`src/rtl/abc_seq_responder_if.sv`:
```
// Bus bundle for abc_seq_responder: request/enable/clear inputs and response/status outputs.
// The orphan-tracking signals exist only when ABC_ORPHAN_CHK_EN is defined.
interface abc_seq_responder_if #(
  parameter int unsigned CNT_W = 16,
  parameter int unsigned TS_W  = 32
) ();
  logic             en;
  logic             clr;
  logic             a;
  logic             b;
  logic             c;
  logic [1:0]       state;
  logic [CNT_W-1:0] match_cnt;
  logic [TS_W-1:0]  ts_cycle;
  logic             ts_valid;
`ifdef ABC_ORPHAN_CHK_EN
  logic [CNT_W-1:0] orphan_cnt;
  logic             orphan_flag;

  modport master (
    output en, clr, a, b,
    input  c, state, match_cnt, ts_cycle, ts_valid, orphan_cnt, orphan_flag
  );
  modport slave (
    input  en, clr, a, b,
    output c, state, match_cnt, ts_cycle, ts_valid, orphan_cnt, orphan_flag
  );
`else
  modport master (
    output en, clr, a, b,
    input  c, state, match_cnt, ts_cycle, ts_valid
  );
  modport slave (
    input  en, clr, a, b,
    output c, state, match_cnt, ts_cycle, ts_valid
  );
`endif
endinterface

```
`src/rtl/abc_seq_responder.sv`:
```
// Responder for the a-then-b handshake: pulses c one cycle after b follows a, with match
// counting and timestamp capture. Define ABC_ORPHAN_CHK_EN to add orphan-b tracking.
module abc_seq_responder #(
  parameter int unsigned CNT_W = 16,
  parameter int unsigned TS_W  = 32
) (
  input logic                clk,
  input logic                rst,
  abc_seq_responder_if.slave bus_io
);

  // Encoding is {c, armed}, so the state register doubles as the c and armed flops.
  typedef enum logic [1:0] {
    StIdle      = 2'b00,
    StArmed     = 2'b01,
    StFire      = 2'b10,
    StArmedFire = 2'b11
  } state_e;

  state_e           state_q, state_d;
  logic             fire;
  logic [TS_W-1:0]  cyc_q, cyc_d;
  logic [TS_W-1:0]  ts_q, ts_d;
  logic [CNT_W-1:0] match_q, match_d;
  logic             ts_valid_q, ts_valid_d;

  always_comb begin
    fire       = bus_io.en & state_q[0] & bus_io.b;
    state_d    = state_e'({fire, bus_io.en & bus_io.a});
    cyc_d      = cyc_q + TS_W'(1);
    ts_d       = ts_q;
    match_d    = match_q;
    ts_valid_d = ts_valid_q & ~bus_io.clr;
    // A fire on the same edge as clr restarts the count at one.
    if (fire) begin
      ts_d       = cyc_q;
      ts_valid_d = 1'b1;
      if (bus_io.clr)         match_d = CNT_W'(1);
      else if (match_q != '1) match_d = match_q + CNT_W'(1);
    end else if (bus_io.clr) begin
      match_d = '0;
    end
  end

  always_ff @(posedge clk or posedge rst) begin
    if (rst) begin
      state_q    <= StIdle;
      cyc_q      <= '0;
      ts_q       <= '0;
      match_q    <= '0;
      ts_valid_q <= 1'b0;
    end else begin
      state_q    <= state_d;
      cyc_q      <= cyc_d;
      ts_q       <= ts_d;
      match_q    <= match_d;
      ts_valid_q <= ts_valid_d;
    end
  end

  assign bus_io.c         = state_q[1];
  assign bus_io.state     = state_q;
  assign bus_io.match_cnt = match_q;
  assign bus_io.ts_cycle  = ts_q;
  assign bus_io.ts_valid  = ts_valid_q;

`ifdef ABC_ORPHAN_CHK_EN
  logic             orphan_ev;
  logic [CNT_W-1:0] orphan_q, orphan_d;
  logic             oflag_q, oflag_d;

  // b seen while not armed: it had no preceding a.
  always_comb begin
    orphan_ev = bus_io.en & bus_io.b & ~state_q[0];
    orphan_d  = bus_io.clr ? '0 : orphan_q;
    oflag_d   = oflag_q & ~bus_io.clr;
    if (orphan_ev) begin
      oflag_d = 1'b1;
      if (bus_io.clr)          orphan_d = CNT_W'(1);
      else if (orphan_q != '1) orphan_d = orphan_q + CNT_W'(1);
    end
  end

  always_ff @(posedge clk or posedge rst) begin
    if (rst) begin
      orphan_q <= '0;
      oflag_q  <= 1'b0;
    end else begin
      orphan_q <= orphan_d;
      oflag_q  <= oflag_d;
    end
  end

  assign bus_io.orphan_cnt  = orphan_q;
  assign bus_io.orphan_flag = oflag_q;
`endif

endmodule

```
`src/flat_wrapper.sv`:
```
// flat-port wrapper written by rule: the top's interface ports become plain ports
module abc_seq_responder_flat 
#(
  parameter int unsigned CNT_W = 16,
  parameter int unsigned TS_W  = 32
)
  (clk, rst, bus_io_en, bus_io_clr, bus_io_a, bus_io_b, bus_io_c, bus_io_state, bus_io_match_cnt, bus_io_ts_cycle, bus_io_ts_valid);
  abc_seq_responder_if #(.CNT_W(CNT_W), .TS_W(TS_W)) bus_io_i ();
  input logic clk;
  input logic rst;
  input wire logic [$bits(bus_io_i.en)-1:0] bus_io_en;
  input wire logic [$bits(bus_io_i.clr)-1:0] bus_io_clr;
  input wire logic [$bits(bus_io_i.a)-1:0] bus_io_a;
  input wire logic [$bits(bus_io_i.b)-1:0] bus_io_b;
  output wire logic [$bits(bus_io_i.c)-1:0] bus_io_c;
  output wire logic [$bits(bus_io_i.state)-1:0] bus_io_state;
  output wire logic [$bits(bus_io_i.match_cnt)-1:0] bus_io_match_cnt;
  output wire logic [$bits(bus_io_i.ts_cycle)-1:0] bus_io_ts_cycle;
  output wire logic [$bits(bus_io_i.ts_valid)-1:0] bus_io_ts_valid;
  assign bus_io_i.en = bus_io_en;
  assign bus_io_i.clr = bus_io_clr;
  assign bus_io_i.a = bus_io_a;
  assign bus_io_i.b = bus_io_b;
  assign bus_io_c = bus_io_i.c;
  assign bus_io_state = bus_io_i.state;
  assign bus_io_match_cnt = bus_io_i.match_cnt;
  assign bus_io_ts_cycle = bus_io_i.ts_cycle;
  assign bus_io_ts_valid = bus_io_i.ts_valid;
  abc_seq_responder #(.CNT_W(CNT_W), .TS_W(TS_W)) u_core (.clk(clk), .rst(rst), .bus_io(bus_io_i));
endmodule
```
`config.mk`:
```
export PLATFORM = sky130hd
export DESIGN_NAME = abc_seq_responder_flat
export DESIGN_NICKNAME = d
export VERILOG_FILES = /design/src/rtl/abc_seq_responder_if.sv /design/src/rtl/abc_seq_responder.sv /design/src/flat_wrapper.sv
export SDC_FILE = /design/constraint.sdc
export NUM_CORES = 1
export LEC_CHECK = 0
export ABC_AREA = 0
export ABC_CLOCK_PERIOD_IN_PS = 3000
export CAP_MARGIN = 10
export CORE_ASPECT_RATIO = 1.4
export CORE_MARGIN = 8
export CORE_UTILIZATION = 53
export CTS_CLUSTER_DIAMETER = 40
export DETAILED_ROUTE_END_ITERATION = 12
export PLACE_DENSITY = 0.83
export SETUP_SLACK_MARGIN = 0.15
export SLEW_MARGIN = 20
export SYNTH_ARGS = -nofsm -noshare
export SYNTH_HDL_FRONTEND = slang
export SYNTH_SLANG_ARGS = --single-unit
export TNS_END_PERCENT = 20
```
`constraint.sdc`:
```
create_clock -name clk -period 3 [get_ports clk]
set_input_delay 0.6 -clock clk [delete_from_list [all_inputs] [get_ports clk]]
set_output_delay 0.6 -clock clk [all_outputs]
set_load 0.005 [all_outputs]
```
* Word-level counts from Yosys, hierarchy flattened *
Cells that the tools add are included.

word-level totals
  input port bits = 6
  output and inout port bits = 52
  word-level logic and storage cells = 21
  flip-flop bits (word level) = 83

cells by class
  mux-type cells = 5
  equality and inequality tests = 1
  reductions and logical operators = 3
  bitwise logic cells = 5
  add/subtract/negate cells = 2

operator list
  cell                                                              number
  16-bit two-way mux                                                4
  32-bit by 1-bit adder with 32-bit output (second input constant)  1
  16-bit by 1-bit adder with 16-bit output (second input constant)  1
  16-bit != test (second input constant)                            1
  1-bit bitwise AND                                                 4
  2-bit nonzero test                                                2
  2-bit AND reduction                                               1
  1-bit two-way mux                                                 1
  1-bit inverter                                                    1

* Longest topological paths before layout *
  depth in word-level cells = 4
  gate-level depth with buffers = 6
  mapped depth without buffers = 5

* Worst setup path after synthesis *
No wires, ideal clock.

  path type = input -> register
  start point = input bus_io_b
  end point = register u_core.match_q[11], in the netlist u_core.bus_io.match_cnt[11]
  required time = 2.875 ns
  arrival = 1.725 ns
  setup slack = 1.151 ns
  setup time = 0.125 ns
  stages = 5
  buffers on the path = 1
  cells stage by stage = nand3_2 or2_1 buf_2 nor4_1 mux2_2

between the ends
  cells in the longest elaborated chain, start to end = 3
  elaborated cells between the ends (all ways) = 4
  those cells by class = mux (1); bitwise (1); reduce/logical (2)

ends and longest elaborated chain
  what                                  RTL line                 text
  from (decl)                           flat_wrapper.sv:14       input wire logic [$bits(bus_io_i.b)-1:0] bus_io_b;
  1-bit bitwise AND (*)                 abc_seq_responder.sv:28  fire = bus_io.en & state_q[0] & bus_io.b;
  2-bit nonzero test (no source line)   -
  2-bit AND reduction (no source line)  -
  to (signal assigned)                  abc_seq_responder.sv:56  match_q <= match_d;
  to (decl)                             abc_seq_responder.sv:24  logic [CNT_W-1:0] match_q, match_d;

Every way passes the cells marked *; elsewhere a longest branch is shown, timed or not.
A chain may end at the register's enable or synchronous reset.

* Final worst setup path *
  start point = register u_core.match_q[0], in the netlist u_core.bus_io.match_cnt[0]
  end point = register u_core.match_q[12], in the netlist u_core.bus_io.match_cnt[12]

between the ends
  cells in the longest elaborated chain, start to end = 4
  elaborated cells between the ends (all ways) = 7
  those cells by class = add/sub (1); eq/ne (1); mux (3); reduce/logical (2)

ends and longest elaborated chain
  what                                      RTL line                 text
  16-bit by 1-bit adder with 16-bit output  abc_seq_responder.sv:39  else if (match_q != '1) match_d = match_q + CNT_W'(1);
  16-bit two-way mux                        abc_seq_responder.sv:39
  16-bit two-way mux                        abc_seq_responder.sv:38  if (bus_io.clr) match_d = CNT_W'(1);
  16-bit two-way mux                        abc_seq_responder.sv:35  if (fire) begin

Parallel ways exist; a longest one is shown, timed or not. The select of a mux whose other input is x is not followed.

==> impl_results.md <==
* Worst endpoint required time at 3.24 ns
* Worst R2R Path Depth at 6
* Mapped Nets at 377
* Worst skew pair latency at 0.35 ns
* DR DRC count at 0
* TritonCTS clock tree: done
* Vias per cell at 5.46
* Synthesized area at 3670 sq um
* Total number of vias at 2876
* Crit path cell chain: ha_1 > nand4_1 > nor4_2 > buf_4 > nor4_1 > mux2_2
* Die width at 86.4 um
* Initial core utilization at 53.7%
* Post-Synth Adder-Cell Area at 0.681%
* Final Hold Viols at 0
* Number of I/O pins at 58
* Worst setup EP type: flop
* Unrepaired setup endpoints after global routing: false
* Root Driver: clkbuf_8
* Compound-Gate Fraction of Synth Area at 5.01%
* Endpoint, Worst Hold: u_core.cyc_q[31]
* Layout area overhead at 24.3%
* Post-synthesis xor/xnor area fraction at 7.15%
* Slew Viols, Final at 0
* CP peak stage delay at 0.45 ns
* Core area at 6850 sq um
* H-tree depth at 3
* Post-synthesis sequential area ratio at 56.5%
* Setup violators final at 0
* Remaining Overflow, GRT at 0
* Number of synthesized register bits at 83
* Largest net degree at the start of global routing at 50
* Fillers at 556
* First-pass GRT wire length at 14.3 mm
* Max VDD drop at 0.342 mV
* Yosys warnings at 0
* WS Path Type: flop to flop
* # rows at 36
* Arrival time at the worst endpoint at 2.30 ns
* Initial DRC Count at 210
* TritonRoute pass-1 iters at 4
* Max Clock Skew at 0.00654 ns
* CTS Hold Bufs at 0
* Initial antenna violation count at 0
* Critical path fanouts, max at 8
* Clock sink count at 83
* Worst r2r src: u_core.bus_io.match_cnt[0]
* Share of cells above drive strength 1 at 8.56%
* Hold wc startpoint: u_core.cyc_q[31]
* Total GRT Usage at 18.2%
* Die ar. at 9890 sq um
* PostCTS Resize Cnt at 0
* Min Tclk post-route at 2.06 ns
* Hold Path Depth at 1
* Final period utilization at 68.8%
* IO Port Bufs at 57
* Mux share of post-synthesis cell area at 0.920%
* Worst Setup Start Kind: flop
* TNS Setup at 0 ns
* Number of max-cap violations at 0
* Relative slew slack at 48.8%
* Worst slew pin tran at 0.766 ns
* Worst reg2reg setup slack at 0.94 ns
* Status: complete, no violations
* Distinct cells, synth at 42
* Post-route cell area at 4560 sq um
* Leakage at 2.16 nW
* Vias in the first global route at 3038
* Simple-Gate Fraction of Synth Area at 26.5%
* Setup Fix Bufs, Post-CTS at 0
* Post-Syn Area per Cell at 9.96 sq um
* Final GP Congestion at 0.900
* Drt wl/cell at 15.6 um
* Clk buf depth at 2
* Clock transition at path regs at 0.08 ns
* Reg2reg end: u_core.bus_io.match_cnt[12]
* DRT antenna net count at 0
* Nets at 436
* Cell area power density at 462 nW/um^2
* Final WL at 8.24 mm
* Worst path bufs/invs at 1
* Syn Inst Count at 369
* DP HPWL at 5.99 mm
* Total CTS buffers at 9
* Maximum clock frequency at 485 MHz
* Cell Area, Placed at 4350 sq um
* Largest family of logic cells by synthesized area: simple AND/OR/NAND/NOR gates
* CP top delay family: simple AND/OR/NAND/NOR gates
* Crit path max-delay cell type: nor4_2
* Die height at 115 um
* Hold Crit Class: flop to flop
* Antenna cells at 0
synth_stat cells (all sizes together):
master	count	area share [%]
nand2	99	10
or4	4	0.92
xnor2	9	2.1
xor2	21	5.0
and3	7	1.2
nand3	18	2.9
nor2b	4	0.68
clkbuf	10	1.0
or2	1	0.17
a21oi	8	1.1
nand4	8	1.7
mux2	3	0.92
and4	5	1.2
ha	2	0.68
a21boi	1	0.20
o21ai	10	1.4
a41o	1	0.27
or3	2	0.37
and2	2	0.34
a31oi	2	0.34
o31a	1	0.24
inv	14	1.4
or3b	1	0.24
a31o	1	0.24
nor3b	1	0.20
o31ai	4	0.82
a211oi	1	0.20
nor2	14	1.4
buf	4	0.75
a311oi	1	0.24
nor3	17	2.6
dfrtp	83	57
nor4	10	2.5
routing by layer:
layer / up-vias / track usage (%) / routed length (um)
met5: - / 0 / 0
met3: 10 / 3.88 / 418
met2: 81 / 30.9 / 4320
li1: 1362 / - / -
met1: 1423 / 20.7 / 3370
met4: 0 / 9.92 / 131
cell type report:
cell class                      instances  area [sq um]  share of cell area (%)
Inverter                               14          53.8                    1.18
Sequential cell                        83          2080                    45.5
Tap cell                               95           119                    2.60
Multi-Input combinational cell        258          1480                    32.4
Clock buffer                           10           138                    3.02
Timing Repair Buffer                   62           621                    13.6
Clock inverter                          5          77.6                    1.70
metrics by stage:
step                power [mW]  instances  setup WS [ns]  util (%)  hold slack (ns)
finish                    2.11        527          0.937      66.7            0.483
global route              2.20        527          0.804      66.7            0.505
CTS                       2.14        527          0.934      66.7            0.485
detailed placement        1.27        512          0.607      63.5            0.462
global placement          1.27        512          0.662      63.5            0.459
floorplan                 1.21        369          0.263         -            0.441
registers in the layout, indices dropped and copies added (netlist names):
name	cells
u_core.bus_io.ts_valid	1
u_core.cyc_q	32
u_core.bus_io.state	2
u_core.bus_io.ts_cycle	32
u_core.bus_io.match_cnt	16
cells in the final DEF (no fill, tap or decap), types with 2 or more instances in the layout:
| cell | instances |
|---|---|
| inv_1 | 13 |
| nor4_2 | 2 |
| xnor2_1 | 9 |
| a21oi_1 | 8 |
| and2_1 | 2 |
| nand3_1 | 15 |
| nor2_1 | 14 |
| clkbuf_8 | 10 |
| mux2_2 | 3 |
| o31ai_1 | 4 |
| ha_1 | 2 |
| and4_1 | 4 |
| a31oi_1 | 2 |
| xor2_1 | 21 |
| nor2b_1 | 4 |
| nor3_2 | 2 |
| clkinv_2 | 3 |
| clkdlybuf4s50_1 | 57 |
| nor4_1 | 7 |
| nand3_2 | 3 |
| buf_4 | 4 |
| nand4_2 | 2 |
| nand2_1 | 99 |
| and3_1 | 7 |
| nand4_1 | 6 |
| dfrtp_1 | 83 |
| bufinv_16 | 2 |
| o21ai_0 | 10 |
| nor3_1 | 15 |
| or4_1 | 3 |
how the worst max path moves through the flow:
stage,from,to,depth (start not counted)
2_1_floorplan,rst,u_core.bus_io.match_cnt[0],1
3_3_place_gp,bus_io_en,u_core.bus_io.match_cnt[11],5
3_5_place_dp,bus_io_en,u_core.bus_io.match_cnt[11],5
4_1_cts,u_core.bus_io.match_cnt[0],u_core.bus_io.match_cnt[12],6
5_1_grt,u_core.bus_io.match_cnt[0],u_core.bus_io.match_cnt[12],6
6_report,u_core.bus_io.match_cnt[0],u_core.bus_io.match_cnt[12],6
where the power goes:
group | switching [mW] | internal, mW
clock network | 0.380 | 0.484
registers | 0.0110 | 1.14
logic | 0.0530 | 0.0479
kinds of logic (layout without fill, tap and decap cells):
kind of cell | Yosys count | count (layout)
AO/OA/AOI/OAI | 30 | 30
adder cells (fa/ha/maj) | 2 | 2
buffers and inverters | 28 | 91
XOR/XNOR | 30 | 30
flip-flops | 83 | 83
multiplexers | 3 | 3
AND/OR/NAND/NOR | 193 | 193
Note: power is estimated with default switching activity, not from simulation.
